--- src/rtl/tug_field.sv ---
// Tug-of-War playfield: turns the human key and the computer push level into
// single move events, moves the rope along the LED row, scores round wins and
// stops the match once either player reaches the target score.
module tug_field #(
   parameter int NUM_LIGHTS  = 9,
   parameter int SCORE_MAX   = 7,
   parameter int HOLD_CYCLES = 4
) (
   input  logic                  clk,
   input  logic                  reset,
   input  logic                  human_key,
   input  logic                  comp_press,
   output logic [NUM_LIGHTS-1:0] lights,
   output logic [2:0]            human_score,
   output logic [2:0]            comp_score,
   output logic                  human_win,
   output logic                  comp_win,
   output logic                  game_over
);

   localparam int POS_W  = $clog2(NUM_LIGHTS);
   localparam int HOLD_W = $clog2(HOLD_CYCLES + 1);

   localparam logic [POS_W-1:0]  CENTRE    = POS_W'(NUM_LIGHTS / 2);
   localparam logic [POS_W-1:0]  LAST      = POS_W'(NUM_LIGHTS - 1);
   localparam logic [HOLD_W-1:0] HOLD_LOAD = HOLD_W'(HOLD_CYCLES - 1);
   localparam logic [2:0]        SCORE_TOP = 3'(SCORE_MAX);

   typedef enum logic [1:0] {
      ST_PLAY,
      ST_HOLD,
      ST_OVER
   } state_t;

   // Input conditioning flops: two synchroniser stages plus previous value.
   logic r_h_s1, r_h_s2, r_h_prev;
   logic r_c_s1, r_c_s2, r_c_prev;

   // Game state registers and their next-state values.
   state_t            r_state,  w_state_nxt;
   logic [POS_W-1:0]  r_pos,    w_pos_nxt;
   logic [HOLD_W-1:0] r_hold,   w_hold_nxt;
   logic [2:0]        r_h_score, w_h_score_nxt;
   logic [2:0]        r_c_score, w_c_score_nxt;
   logic              r_h_win,  w_h_win_nxt;
   logic              r_c_win,  w_c_win_nxt;

   logic w_h_press, w_c_press;
   logic [2:0] w_h_score_inc, w_c_score_inc;

   // Synchronise both inputs through identical paths so their latency matches.
   // NOTE: sequential state uses non-blocking (<=) so every flop samples the
   // pre-edge value of its neighbour; blocking here would collapse the chain.
   always_ff @(posedge clk) begin
      if (reset) begin
         r_h_s1   <= 1'b0;
         r_h_s2   <= 1'b0;
         r_h_prev <= 1'b0;
         r_c_s1   <= 1'b0;
         r_c_s2   <= 1'b0;
         r_c_prev <= 1'b0;
      end else begin
         r_h_s1   <= human_key;
         r_h_s2   <= r_h_s1;
         r_h_prev <= r_h_s2;
         r_c_s1   <= comp_press;
         r_c_s2   <= r_c_s1;
         r_c_prev <= r_c_s2;
      end
   end

   // One-cycle press on each synchronised rising edge.
   assign w_h_press = r_h_s2 & ~r_h_prev;
   assign w_c_press = r_c_s2 & ~r_c_prev;

   assign w_h_score_inc = r_h_score + 3'd1;
   assign w_c_score_inc = r_c_score + 3'd1;

   // Register the game state; reset returns everything to the centred start.
   always_ff @(posedge clk) begin
      if (reset) begin
         r_state   <= ST_PLAY;
         r_pos     <= CENTRE;
         r_hold    <= '0;
         r_h_score <= 3'd0;
         r_c_score <= 3'd0;
         r_h_win   <= 1'b0;
         r_c_win   <= 1'b0;
      end else begin
         r_state   <= w_state_nxt;
         r_pos     <= w_pos_nxt;
         r_hold    <= w_hold_nxt;
         r_h_score <= w_h_score_nxt;
         r_c_score <= w_c_score_nxt;
         r_h_win   <= w_h_win_nxt;
         r_c_win   <= w_c_win_nxt;
      end
   end

   // Next-state logic: rope moves, round wins, dark hold and match end.
   // NOTE: every output of this block gets a default first, so no path can
   // leave a signal unassigned and infer a latch.
   always_comb begin
      w_state_nxt   = r_state;
      w_pos_nxt     = r_pos;
      w_hold_nxt    = r_hold;
      w_h_score_nxt = r_h_score;
      w_c_score_nxt = r_c_score;
      w_h_win_nxt   = 1'b0;
      w_c_win_nxt   = 1'b0;

      case (r_state)
         ST_PLAY: begin
            if (w_h_press && !w_c_press) begin
               if (r_pos == LAST) begin
                  w_h_score_nxt = w_h_score_inc;
                  w_h_win_nxt   = 1'b1;
                  if (w_h_score_inc == SCORE_TOP) begin
                     w_state_nxt = ST_OVER;
                  end else begin
                     w_state_nxt = ST_HOLD;
                     w_hold_nxt  = HOLD_LOAD;
                  end
               end else begin
                  w_pos_nxt = r_pos + POS_W'(1);
               end
            end else if (w_c_press && !w_h_press) begin
               if (r_pos == '0) begin
                  w_c_score_nxt = w_c_score_inc;
                  w_c_win_nxt   = 1'b1;
                  if (w_c_score_inc == SCORE_TOP) begin
                     w_state_nxt = ST_OVER;
                  end else begin
                     w_state_nxt = ST_HOLD;
                     w_hold_nxt  = HOLD_LOAD;
                  end
               end else begin
                  w_pos_nxt = r_pos - POS_W'(1);
               end
            end
         end
         ST_HOLD: begin
            if (r_hold == '0) begin
               w_state_nxt = ST_PLAY;
               w_pos_nxt   = CENTRE;
            end else begin
               w_hold_nxt = r_hold - HOLD_W'(1);
            end
         end
         ST_OVER: begin
            w_state_nxt = ST_OVER;
         end
         default: begin
            w_state_nxt = ST_PLAY;
            w_pos_nxt   = CENTRE;
         end
      endcase
   end

   // Outputs decode from registered state only.
   assign lights      = (r_state == ST_PLAY) ? (NUM_LIGHTS'(1) << r_pos) : '0;
   assign game_over   = (r_state == ST_OVER);
   assign human_score = r_h_score;
   assign comp_score  = r_c_score;
   assign human_win   = r_h_win;
   assign comp_win    = r_c_win;

endmodule
--- config.mk ---
export PLATFORM = sky130hd
export DESIGN_NAME = tug_field
export DESIGN_NICKNAME = d
export VERILOG_FILES = /design/src/rtl/tug_field.sv
export SDC_FILE = /design/constraint.sdc
export NUM_CORES = 1
export LEC_CHECK = 0
export BUFFER_PORTS_ARGS = -buffer_cell sky130_fd_sc_hd__clkbuf_2
export CAP_MARGIN = 20
export CORE_ASPECT_RATIO = 0.7
export CORE_UTILIZATION = 30
export CTS_CLUSTER_SIZE = 24
export DETAILED_ROUTE_END_ITERATION = 10
export PLACE_DENSITY = 0.62
export SLEW_MARGIN = 10
export SYNTH_ARGS = -nofsm -noshare
export SYNTH_HDL_FRONTEND = slang
export SYNTH_SLANG_ARGS = --single-unit
--- constraint.sdc ---
create_clock -name clk -period 2.2 [get_ports clk]
set_input_delay 0.22 -clock clk [delete_from_list [all_inputs] [get_ports clk]]
set_output_delay 0.22 -clock clk [all_outputs]
set_load 0.03 [all_outputs]
==> summary.txt, run 1 <==
Synth
  • YS warnings: 0
  • Post-synth net total: 169
  • Mapped Cells: 153
  • Post-Syn Area: 1310 um2
  • Number of flops mapped to enable cells by yosys: 0
  • Primary FF master, synth: dfxtp_1
  • Synth Register Bits: 23
  • Distinct cells, synth: 36
  • Asr flop ratio synth: 0%
  • Avg Cell Area, Syn: 8.55 um2
  • Register area share after synthesis: 35.2%

CTS
  • CTS max path bufs: 2
  • CTS buffer count: 3
  • Clk sinks: 23
  • Total setup buffers inserted after CTS: 0
  • CTS H-tree lvls: 1
  • CTS clk-pin slew, worst paths: 80 ps
  • Clock Tree Root: clkbuf_8
  • CTS tree: built
  • Clk Latency, worst-skew pair: 260 ps

Worst setup path
  • CP Buf/Inv Count: 2
  • Worst endpoint required time: 2330 ps
  • Crit path launch type: register
  • FF-to-FF End: r_pos[3]
  • RR Startpoint: r_h_prev
  • Critical Path Fanout Max: 4
  • Family with the most delay on the worst path: compound AO/OA/AOI/OAI gates
  • Cell Chain, Critical Path: nand2b_1 > inv_1 > ha_1 > inv_1 > ha_1 > and3_1 > a2111oi_2 > o22a_1 > a21oi_1
  • CP endpoint: r_pos[3]
  • Slowest cell on the critical path: a2111oi_2
  • CP max stage delay: 380 ps
  • R2R cell count: 9
  • Crit path depth: 9
  • Critical Path Source: r_h_prev
  • Worst Path Class, Setup: reg -> reg
  • Critical Path Sink Type: register
  • R2R Setup Slk: 150 ps
  • Worst path arrival time: 2190 ps

Pwr
  • Leak: 0.646 nW
  • Internal: 664 uW
  • Clock share of power: 26.8%
  • Combinational share of power: 25.4%
  • Switching power of the nets: 311 uW
  • Pwr dens: 639 nW/um2
  • Max VDD drop: 0.342 mV
  • Switching share of total power: 31.9%
  • Sequential share of power: 47.7%

Cells and area
  • Fill cells: 442
  • Diodes inserted: 0
  • Commonest cells after routing, fill and taps aside: nor2_1 (24), dfxtp_1 (23), clkbuf_2 (21)
  • Commonest non-fill, non-tap cell in the layout: nor2_1
  • Final net count: 193
  • Final Non-Filler Cells: 228
  • Layout cell share with drive strength beyond 1: 19.3%
  • P&R area growth vs syn: 16.7%

Timing
  • Slew Viols, Final: 0
  • Setup-failing EPs final: 0
  • Clk_skew: 7.21 ps
  • RSZ-0062 raised after global routing: no
  • Final min period: 2050 ps
  • Fin crit share: 93.4%
  • Final hold viol count: 0
  • Setup TNS: 0 ps
  • Slew @ Worst Pin: 489 ps
  • Slew headroom: 67.1%
  • Fin worst setup slack: 146 ps
  • Fmax: 0.487 GHz

Placed design
  • Post-DP HPWL: 1870 um
  • Setup WS pre-CTS: 25.4 ps
  • Final RePlAce weighted congestion: 0.846
  • PortBufs: 21
  • Post-Place Cells: 224

Route
  • DR WL/cell: 11.1 um
  • Vias per inst: 4.61
  • Antenna-violating nets left: 0
  • First drt pass iteration count: 4
  • Drt initial violations: 35
  • DR vias: 1,052
  • Remaining DRCs: 0
  • DRT Wirelength: 2520 um

GRT
  • Global route overflow: 0
  • Vias in the first global route: 920
  • First-pass GRT wire length: 4250 um
  • Largest net degree at the start of global routing: 25
  • GR Util All Layers: 12.1%
  • Initial antenna violation count: 0

Die
  • Die area: 4630 um2
  • # rows: 19
  • I/O pins: 22
  • Die Span X: 80.9 um
  • Die Height: 57.2 um
  • Starting Density: 32.4%
  • Core ar.: 4040 um2

Flow run
  • Max Cap Violations: 0

Run status
  • Status: completed

Worst hold path
  • Hold path cells: 2
  • Min-Delay Path Class: in -> reg
-- flip-flops by register name (all words and copies together) (netlist names) --
signal and count:
r_hold 3, human_win 1, r_h_s2 1, r_h_s1 1, r_h_prev 1, r_state 2, comp_win 1, r_c_s2 1
human_score 3, r_c_prev 1, comp_score 3, r_c_s1 1, r_pos 4
-- cells by family (layout without fill, tap and decap cells) --
group | after synthesis | count (layout) | share of synthesized area, %
simple gates | 76 | 76 | 31.6
xor+xnor | 8 | 8 | 5.36
compound gates | 17 | 17 | 9.66
mux | 2 | 2 | 1.53
buf+inv | 15 | 38 | 5.17
fa+ha+maj | 12 | 12 | 11.5
flops | 23 | 23 | 35.2
-- layer usage --
layer | part of all wire (%) | global-route usage (%) | vias to the layer above
met5 | 0 | 0 | -
met4 | 0.36 | 2.30 | 0
met3 | 4.4 | 4.32 | 2
met2 | 40 | 17.5 | 23
met1 | 55 | 17.1 | 471
li1 | - | - | 556
-- repair_timing --
action	in CTS	in global routing
resized for setup	0	1
setup endpoints to repair	0	1
hold buffers	0	0
-- through the flow --
stage	util [%]	hold WS [ps]	area, um2	power [mW]
6_report	37.7	165	1530	0.975
5_1_grt	37.7	182	1530	1.03
4_1_cts	37.6	159	1520	0.984
3_5_place_dp	36.5	425	1480	0.720
3_3_place_gp	36.5	418	1480	0.716
2_1_floorplan	-	292	1310	0.662
-- cell type report --
cell class	instances	area [um2]	area share [%]
well taps	52	65.1	4.27
repair buffers	25	135	8.86
flip-flops and latches	23	460	30.2
multi-input cells	115	786	51.5
clock buffers	4	45.0	2.95
inverters	9	33.8	2.21
-- cell usage after synthesis, drive strengths merged, types with 2 or more instances --
cell type / number / area (um2)
xor2: 3 / 26.3
xnor2: 5 / 43.8
nand2b: 9 / 56.3
or3: 2 / 17.5
nand2: 9 / 33.8
ha: 12 / 150
clkbuf: 2 / 7.51
nor4: 2 / 33.8
nand3: 3 / 15.0
a21oi: 6 / 30.0
a211oi: 3 / 27.5
inv: 9 / 33.8
nor2b: 11 / 68.8
mux2i: 2 / 20.0
and2: 2 / 12.5
nor3: 6 / 30.0
buf: 4 / 26.3
dfxtp: 23 / 460
nor2: 24 / 90.1
o32ai: 2 / 17.5
and3: 3 / 18.8
-- power groups by stage --
stage / Clock [mW] / Sequential [mW] / Combinational (mW)
6_report: 0.262 / 0.465 / 0.248
5_1_grt: 0.291 / 0.469 / 0.274
4_1_cts: 0.272 / 0.465 / 0.247
3_5_place_dp: 0 / 0.475 / 0.245
3_3_place_gp: 0 / 0.474 / 0.242
2_1_floorplan: 0 / 0.459 / 0.203
-- how the worst min path moves through the flow --
stage	startpoint	to	slack, ps
after floorplan	reset	r_c_prev	290
after global placement	r_c_s1	r_c_s2	420
after detailed placement	r_h_s1	r_h_s2	420
after CTS	human_key	r_h_s1	160
after global routing	comp_press	r_c_s1	180
final	comp_press	r_c_s1	170
Note: power is estimated with default switching activity, not from simulation.
==> run 2: changes to the inputs <==
--- a/config.mk
+++ b/config.mk
@@ -7,7 +7,6 @@
 export LEC_CHECK = 0
 export BUFFER_PORTS_ARGS = -buffer_cell sky130_fd_sc_hd__clkbuf_2
 export CAP_MARGIN = 20
-export CORE_ASPECT_RATIO = 0.7
 export CORE_UTILIZATION = 30
 export CTS_CLUSTER_SIZE = 24
 export DETAILED_ROUTE_END_ITERATION = 10
==> run 2 against run 1 <==
  * Die area barely moved
  * Non-clock buffer count unchanged
  * Utilization hardly changed
  * Fmax shrank 1.2%
  * Worst setup slack worse by 24 ps
  * Register-to-register slack got worse by 20 ps
  * Wire length rose by 1.9%
  * Sequential share of layout area down 0.32 points
  * Worst hold slack worse by 15 ps
  * Global-route usage increased by 0.32 points
  * Combinational power is 4% higher
  * Total power rose by 2.0%
  * Critical endpoint unchanged
  * Largest cell class unchanged
  * Largest power group unchanged
==> summary.txt, run 2 (synthesis results as in run 1) <==
Timing
  • Final min period: 2080 ps (was 2050 ps)
  • Setup-failing EPs final: 0 (unchanged)
  • Final hold slack: 150 ps (was 165 ps)
  • Slew @ Worst Pin: 508 ps (was 489 ps)
  • Slew Viols, Final: 0 (unchanged)
  • Final hold viol count: 0 (unchanged)
  • Fmax: 0.481 GHz (was 0.487 GHz)
  • Slew headroom: 65.9% (was 67.1%)
  • Clk_skew: 6.21 ps (was 7.21 ps)
  • Fin crit share: 94.5% (was 93.4%)

GRT
  • First-pass GRT wire length: 4400 um (was 4250 um)
  • Vias in the first global route: 1,032 (was 920)
  • Initial antenna violation count: 0 (unchanged)
  • Global route overflow: 0 (unchanged)
  • GR Util All Layers: 12.4% (was 12.1%)
  • Largest net degree at the start of global routing: 25 (unchanged)

Placed design
  • PortBufs: 21 (unchanged)
  • Post-DP HPWL: 1880 um (was 1870 um)
  • Final RePlAce weighted congestion: 0.888 (was 0.846)

Cells and area
  • Max reg flops: 4 (unchanged)
  • Diodes inserted: 0 (unchanged)
  • Reg with most FFs: r_pos (unchanged)
  • P&R area growth vs syn: 17.9% (was 16.7%)
  • Final net count: 193 (unchanged)
  • Layout cell share with drive strength beyond 1: 20.5% (was 19.3%)
  • Commonest non-fill, non-tap cell in the layout: nor2_1 (unchanged)
  • Commonest cells after routing, fill and taps aside: nor2_1 (24), dfxtp_1 (23), clkbuf_2 (21) (unchanged)

Worst setup path
  • Worst Path Class, Setup: reg -> reg (unchanged)
  • Worst path arrival time: 2220 ps (was 2190 ps)
  • Crit path launch type: register (unchanged)
  • Worst endpoint required time: 2340 ps (was 2330 ps)
  • Critical Path Sink Type: register (unchanged)
  • Critical Path Fanout Max: 4 (unchanged)

CTS
  • CTS tree: built (unchanged)
  • CTS clk-pin slew, worst paths: 90 ps (was 80 ps)
  • CTS max path bufs: 2 (unchanged)
  • Total setup buffers inserted after CTS: 0 (unchanged)
  • CTS H-tree lvls: 1 (unchanged)
  • Clock Tree Root: clkbuf_8 (unchanged)
  • CTS buffer count: 3 (unchanged)
  • Clk sinks: 23 (unchanged)
  • CTS Hold Bufs: 0 (unchanged)
  • Clk Latency, worst-skew pair: 270 ps (was 260 ps)

Worst hold path
  • Min-Delay Path Class: in -> reg (unchanged)

Pwr
  • Power, Total: 995 uW (was 975 uW)
  • Pwr dens: 645 nW/um2 (was 639 nW/um2)
  • Leak: 0.645 nW (was 0.646 nW)
  • Max VDD drop: 0.342 mV (about the same)

Route
  • DR WL/cell: 11.4 um (was 11.1 um)
  • Remaining DRCs: 0 (unchanged)
  • First drt pass iteration count: 4 (unchanged)
  • Vias per inst: 4.77 (was 4.61)
  • DR vias: 1,078 (was 1,052)
  • DRT Wirelength: 2570 um (was 2520 um)
  • Antenna-violating nets left: 0 (unchanged)
  • Drt initial violations: 73 (was 35)

Die
  • # rows: 23 (was 19)
  • Starting Density: 32.0% (was 32.4%)
  • I/O pins: 22 (unchanged)
  • Die Span X: 68.0 um (was 80.9 um)
  • Die area: 4630 um2 (about the same)
  • Die Height: 68.0 um (was 57.2 um)
  • Core ar.: 4090 um2 (was 4040 um2)

Flow run
  • Max Cap Violations: 0 (unchanged)

Run status
  • Status: completed (unchanged)
run 2: cell types whose count changed in the layout (fill, tap and decap cells not counted), sizes merged:
cell,change
clkbuf,-1
clkinvlp,+1
run 2: power by group:
group | internal, mW | leakage, nW | switching, mW | total (mW)
combinational | 0.104 | 0.437 | 0.154 | 0.258
clock | 0.128 | 0.0217 | 0.147 | 0.275
sequential | 0.436 | 0.187 | 0.0254 | 0.461
total | 0.668 | 0.645 | 0.327 | 0.995
run 2: what timing repair did:
item	in CTS	in global routing
endpoints found under the hold margin	0	0
setup endpoints to repair	1	2
gates cloned	0	0
resized for setup	1	2
run 2: final timing paths:
path	start	end	slack (ps)	depth (start not counted)
max reg2reg	r_h_prev	r_pos[3]	120	9
max	r_h_prev	r_pos[3]	120	9
min	human_key	r_h_s1	150	2
min reg2reg	r_c_s1	r_c_s2	440	1
run 2: layout make-up:
class	count	area, um2
multi-input combinational	115	801
clock buffer	3	41.3
inverter	9	33.8
timing repair buffer	25	135
clock inverter	1	7.51
sequential	23	460
fill	438	2540
tap	50	62.6
run 2: metrics by stage:
| step | setup TNS (ps) | utilization, % | worst slack (ps) | cells | area (um2) |
|---|---|---|---|---|---|
| 2_1_floorplan | 0 | - | 28.5 | 153 | 1310 |
| 3_3_place_gp | 0 | 36.0 | 98.3 | 222 | 1470 |
| 3_5_place_dp | 0 | 36.0 | 26.8 | 222 | 1470 |
| 4_1_cts | 0 | 37.4 | 89.3 | 226 | 1530 |
| 5_1_grt | -13.0 | 37.7 | -13.0 | 226 | 1540 |
| 6_report | 0 | 37.7 | 122 | 226 | 1540 |
run 2: layer usage:
layer / share of wire, % / global-route usage (%) / vias to the layer above
li1: - / - / 557
met1: 50 / 15.1 / 494
met2: 45 / 21.2 / 23
met3: 4.1 / 3.17 / 4
met4: 1.1 / 3.39 / 0
met5: 0 / 0 / -
run 2: critical path, stage by stage, from the launching register on:
cell and delay, ps:
dfxtp_1 300, nand2b_1 170, inv_1 90, ha_1 170, inv_1 60, ha_1 340, and3_1 220, a2111oi_4 350
o22a_1 200, a21oi_1 50
==> run 3: changes to the inputs <==
--- a/config.mk
+++ b/config.mk
@@ -7,10 +7,13 @@
 export LEC_CHECK = 0
 export BUFFER_PORTS_ARGS = -buffer_cell sky130_fd_sc_hd__clkbuf_2
 export CAP_MARGIN = 20
-export CORE_UTILIZATION = 30
+export CELL_PAD_IN_SITES_DETAIL_PLACEMENT = 1
+export CELL_PAD_IN_SITES_GLOBAL_PLACEMENT = 2
+export CORE_UTILIZATION = 29
 export CTS_CLUSTER_SIZE = 24
 export DETAILED_ROUTE_END_ITERATION = 10
-export PLACE_DENSITY = 0.62
+export GPL_ROUTABILITY_DRIVEN = 1
+export PLACE_DENSITY = 0.85
 export SLEW_MARGIN = 10
 export SYNTH_ARGS = -nofsm -noshare
 export SYNTH_HDL_FRONTEND = slang
==> run 3 against run 2 <==
  * Sequential share of layout area is 0.097 points higher
  * Wire length is 18% higher
  * Final area is 0.33% lower
  * Fmax is 1.2% higher
  * Global-route usage is 0.61 points higher
  * Via count is 0.65% higher
  * Final cell count stayed put
  * Combinational power is 2% higher
  * Die area is 3.4% higher
  * Highest routed layer unchanged
==> summary.txt, run 3 (synthesis results as in run 1) <==
GRT
  • Vias in the first global route: 1,144 (was 1,032)
  • GRT Max-Usage Layer: met2 (unchanged)
  • M2 GR Usage: 25.1% (was 21.2%)
  • Initial antenna violation count: 0 (unchanged)
  • M3 GR Usage: 3.22% (was 3.17%)
  • GR Util All Layers: 13.0% (was 12.4%)
  • Largest net degree at the start of global routing: 25 (unchanged)
  • Global route overflow: 0 (unchanged)
  • First-pass GRT wire length: 5050 um (was 4400 um)
  • Met1 usage: 13.7% (was 15.1%)

Pwr
  • Max VDD drop: 0.273 mV (was 0.342 mV)
  • Leak: 0.641 nW (was 0.645 nW)
  • Pwr dens: 648 nW/um2 (was 645 nW/um2)
  • Power, Total: 996 uW (was 995 uW)

Flow run
  • Max Cap Violations: 0 (unchanged)

Timing
  • Final hold viol count: 0 (unchanged)
  • Final hold slack: 161 ps (was 150 ps)
  • Final min period: 2050 ps (was 2080 ps)
  • RSZ-0062 raised after global routing: no
  • Slew headroom: 66.9% (was 65.9%)
  • Setup-failing EPs final: 0 (unchanged)
  • Setup TNS: 0 ps (unchanged)
  • Clk_skew: 2.53 ps (was 6.21 ps)
  • Slew Viols, Final: 0 (unchanged)
  • Fmax: 0.487 GHz (was 0.481 GHz)
  • Fin crit share: 93.3% (was 94.5%)
  • Slew @ Worst Pin: 496 ps (was 508 ps)

CTS
  • CTS clk-pin slew, worst paths: 80 ps (was 90 ps)
  • CTS buffer count: 3 (unchanged)
  • Clk Latency, worst-skew pair: 260 ps (was 270 ps)
  • CTS max path bufs: 2 (unchanged)
  • CTS Hold Bufs: 0 (unchanged)
  • Clock Tree Root: clkbuf_8 (unchanged)
  • CTS tree: built (unchanged)
  • CTS H-tree lvls: 1 (unchanged)
  • Clk sinks: 23 (unchanged)

Cells and area
  • Final Non-Filler Cells: 226 (unchanged)
  • Commonest non-fill, non-tap cell in the layout: nor2_1 (unchanged)
  • Max reg flops: 4 (unchanged)
  • P&R area growth vs syn: 17.5% (was 17.9%)
  • Final net count: 191 (was 193)
  • Layout cell share with drive strength beyond 1: 20.1% (was 20.5%)
  • Reg with most FFs: r_pos (unchanged)
  • Final instance area: 1540 um2 (about the same)
  • Diodes inserted: 0 (unchanged)
  • Commonest cells after routing, fill and taps aside: nor2_1 (24), dfxtp_1 (23), clkbuf_2 (21) (unchanged)

Die
  • Die Span X: 69.1 um (was 68.0 um)
  • I/O pins: 22 (unchanged)
  • Die area: 4780 um2 (was 4630 um2)
  • Die Height: 69.1 um (was 68.0 um)
  • Starting Density: 30.0% (was 32.0%)
  • Core ar.: 4350 um2 (was 4090 um2)
  • # rows: 24 (was 23)

Route
  • DR WL/cell: 13.4 um (was 11.4 um)
  • DR vias: 1,085 (was 1,078)
  • DRT Wirelength: 3030 um (was 2570 um)
  • Remaining DRCs: 0 (unchanged)
  • First drt pass iteration count: 4 (unchanged)
  • Antenna-violating nets left: 0 (unchanged)
  • Vias per inst: 4.80 (was 4.77)
  • Drt initial violations: 23 (was 73)

Worst setup path
  • CP max stage delay: 310 ps (was 350 ps)
  • Worst Path Class, Setup: reg -> reg (unchanged)
  • Critical Path Fanout Max: 8 (was 4)
  • R2R cell count: 10 (was 9)
  • R2R Setup Slk: 150 ps (was 120 ps)
  • Critical Path Sink Type: register (unchanged)
  • Worst path arrival time: 2200 ps (was 2220 ps)
  • Crit path launch type: register (unchanged)
  • CP most frequent cell: buf_4
  • RR Startpoint: r_h_prev (unchanged)
  • FF-to-FF End: r_pos[1] (was r_pos[3])
  • Worst endpoint required time: 2340 ps (about the same)
  • CP Buf/Inv Count: 3 (was 2)
  • Cell Chain, Critical Path: nand2b_1 > inv_1 > ha_1 > buf_4 > nor2b_1 > a211oi_1 > a211oi_2 > buf_4 > mux2i_1 > nor2_1 (was nand2b_1 > inv_1 > ha_1 > inv_1 > ha_1 > and3_1 > a2111oi_4 > o22a_1 > a21oi_1)
  • Slowest cell on the critical path: dfxtp_1 (was a2111oi_4)
  • Family with the most delay on the worst path: simple AND/OR/NAND/NOR gates (was compound AO/OA/AOI/OAI gates)

Worst hold path
  • Worst Hold Launch: human_key (unchanged)
  • Hold Path Sink: r_h_s1 (unchanged)
  • Min-Delay Path Class: in -> reg (unchanged)
  • Hold path cells: 2 (unchanged)

Placed design
  • Post-DP HPWL: 2310 um (was 1880 um)
  • Placed Area: 1460 um2 (was 1470 um2)
  • Final RePlAce weighted congestion: 0.816 (was 0.888)
  • Post-Place Cells: 222 (unchanged)
  • PortBufs: 21 (unchanged)

Run status
  • Status: completed (unchanged)
## run 3: cell count changes in the layout (fill, tap and decap cells not counted)
cell and delta:
clkinvlp_4 -1, nor2b_1 +1, clkinv_2 +1, ha_4 +1, ha_1 -1, buf_4 -2
inv_1 -1, inv_2 +1, nor2b_2 -1
## run 3: cell type report
cell class                 count  area (um2)
clock buffer                   3        41.3
clock inverter                 1        5.00
sequential                    23         460
multi-input combinational    115         811
tap                           52        65.1
fill                         541        2820
inverter                       9        33.8
timing repair buffer          23         120
## run 3: worst max path at each step
| stage | start | cells past startpoint | endpoint |
|---|---|---|---|
| after floorplan | r_h_prev | 10 | r_pos[3] |
| after global placement | r_h_prev | 9 | r_pos[3] |
| after detailed placement | r_h_prev | 9 | r_pos[3] |
| after CTS | r_h_prev | 9 | r_pos[3] |
| after global routing | r_h_prev | 10 | r_pos[1] |
| final | r_h_prev | 10 | r_pos[1] |
## run 3: through the flow
stage,util [%],setup WS [ps]
after detailed placement,33.5,-30.8
final,35.3,146
after global placement,33.5,84.2
after floorplan,-,28.5
after CTS,34.7,24.0
after global routing,35.3,18.1
## run 3: power by group
part           switching, mW  leakage [nW]  internal [mW]  total (mW)
logic                  0.157         0.428          0.105       0.262
registers             0.0318         0.187          0.436       0.468
clock network          0.140        0.0255          0.127       0.267
## run 3: timing repair
item,CTS,global route
pin swaps,0,0
gates resized for setup,1,3
setup endpoints to repair,1,1
hold endpoints to repair,0,0
buffers inserted,0,0
## run 3: worst register-to-register path: cells and delay by family, from the launching register on
kind	cells	cell delay, ps
AO/OA/AOI/OAI	2	330
adder cells (fa/ha/maj)	1	230
buffers and inverters	3	430
flip-flops	1	310
multiplexers	1	190
AND/OR/NAND/NOR	3	450
## run 3: per-layer routing
metal  wire length, um  up-vias
met4                18        0
met3                80        2
met1              1320      522
met5                 0        -
met2              1610       14
li1                  -      547
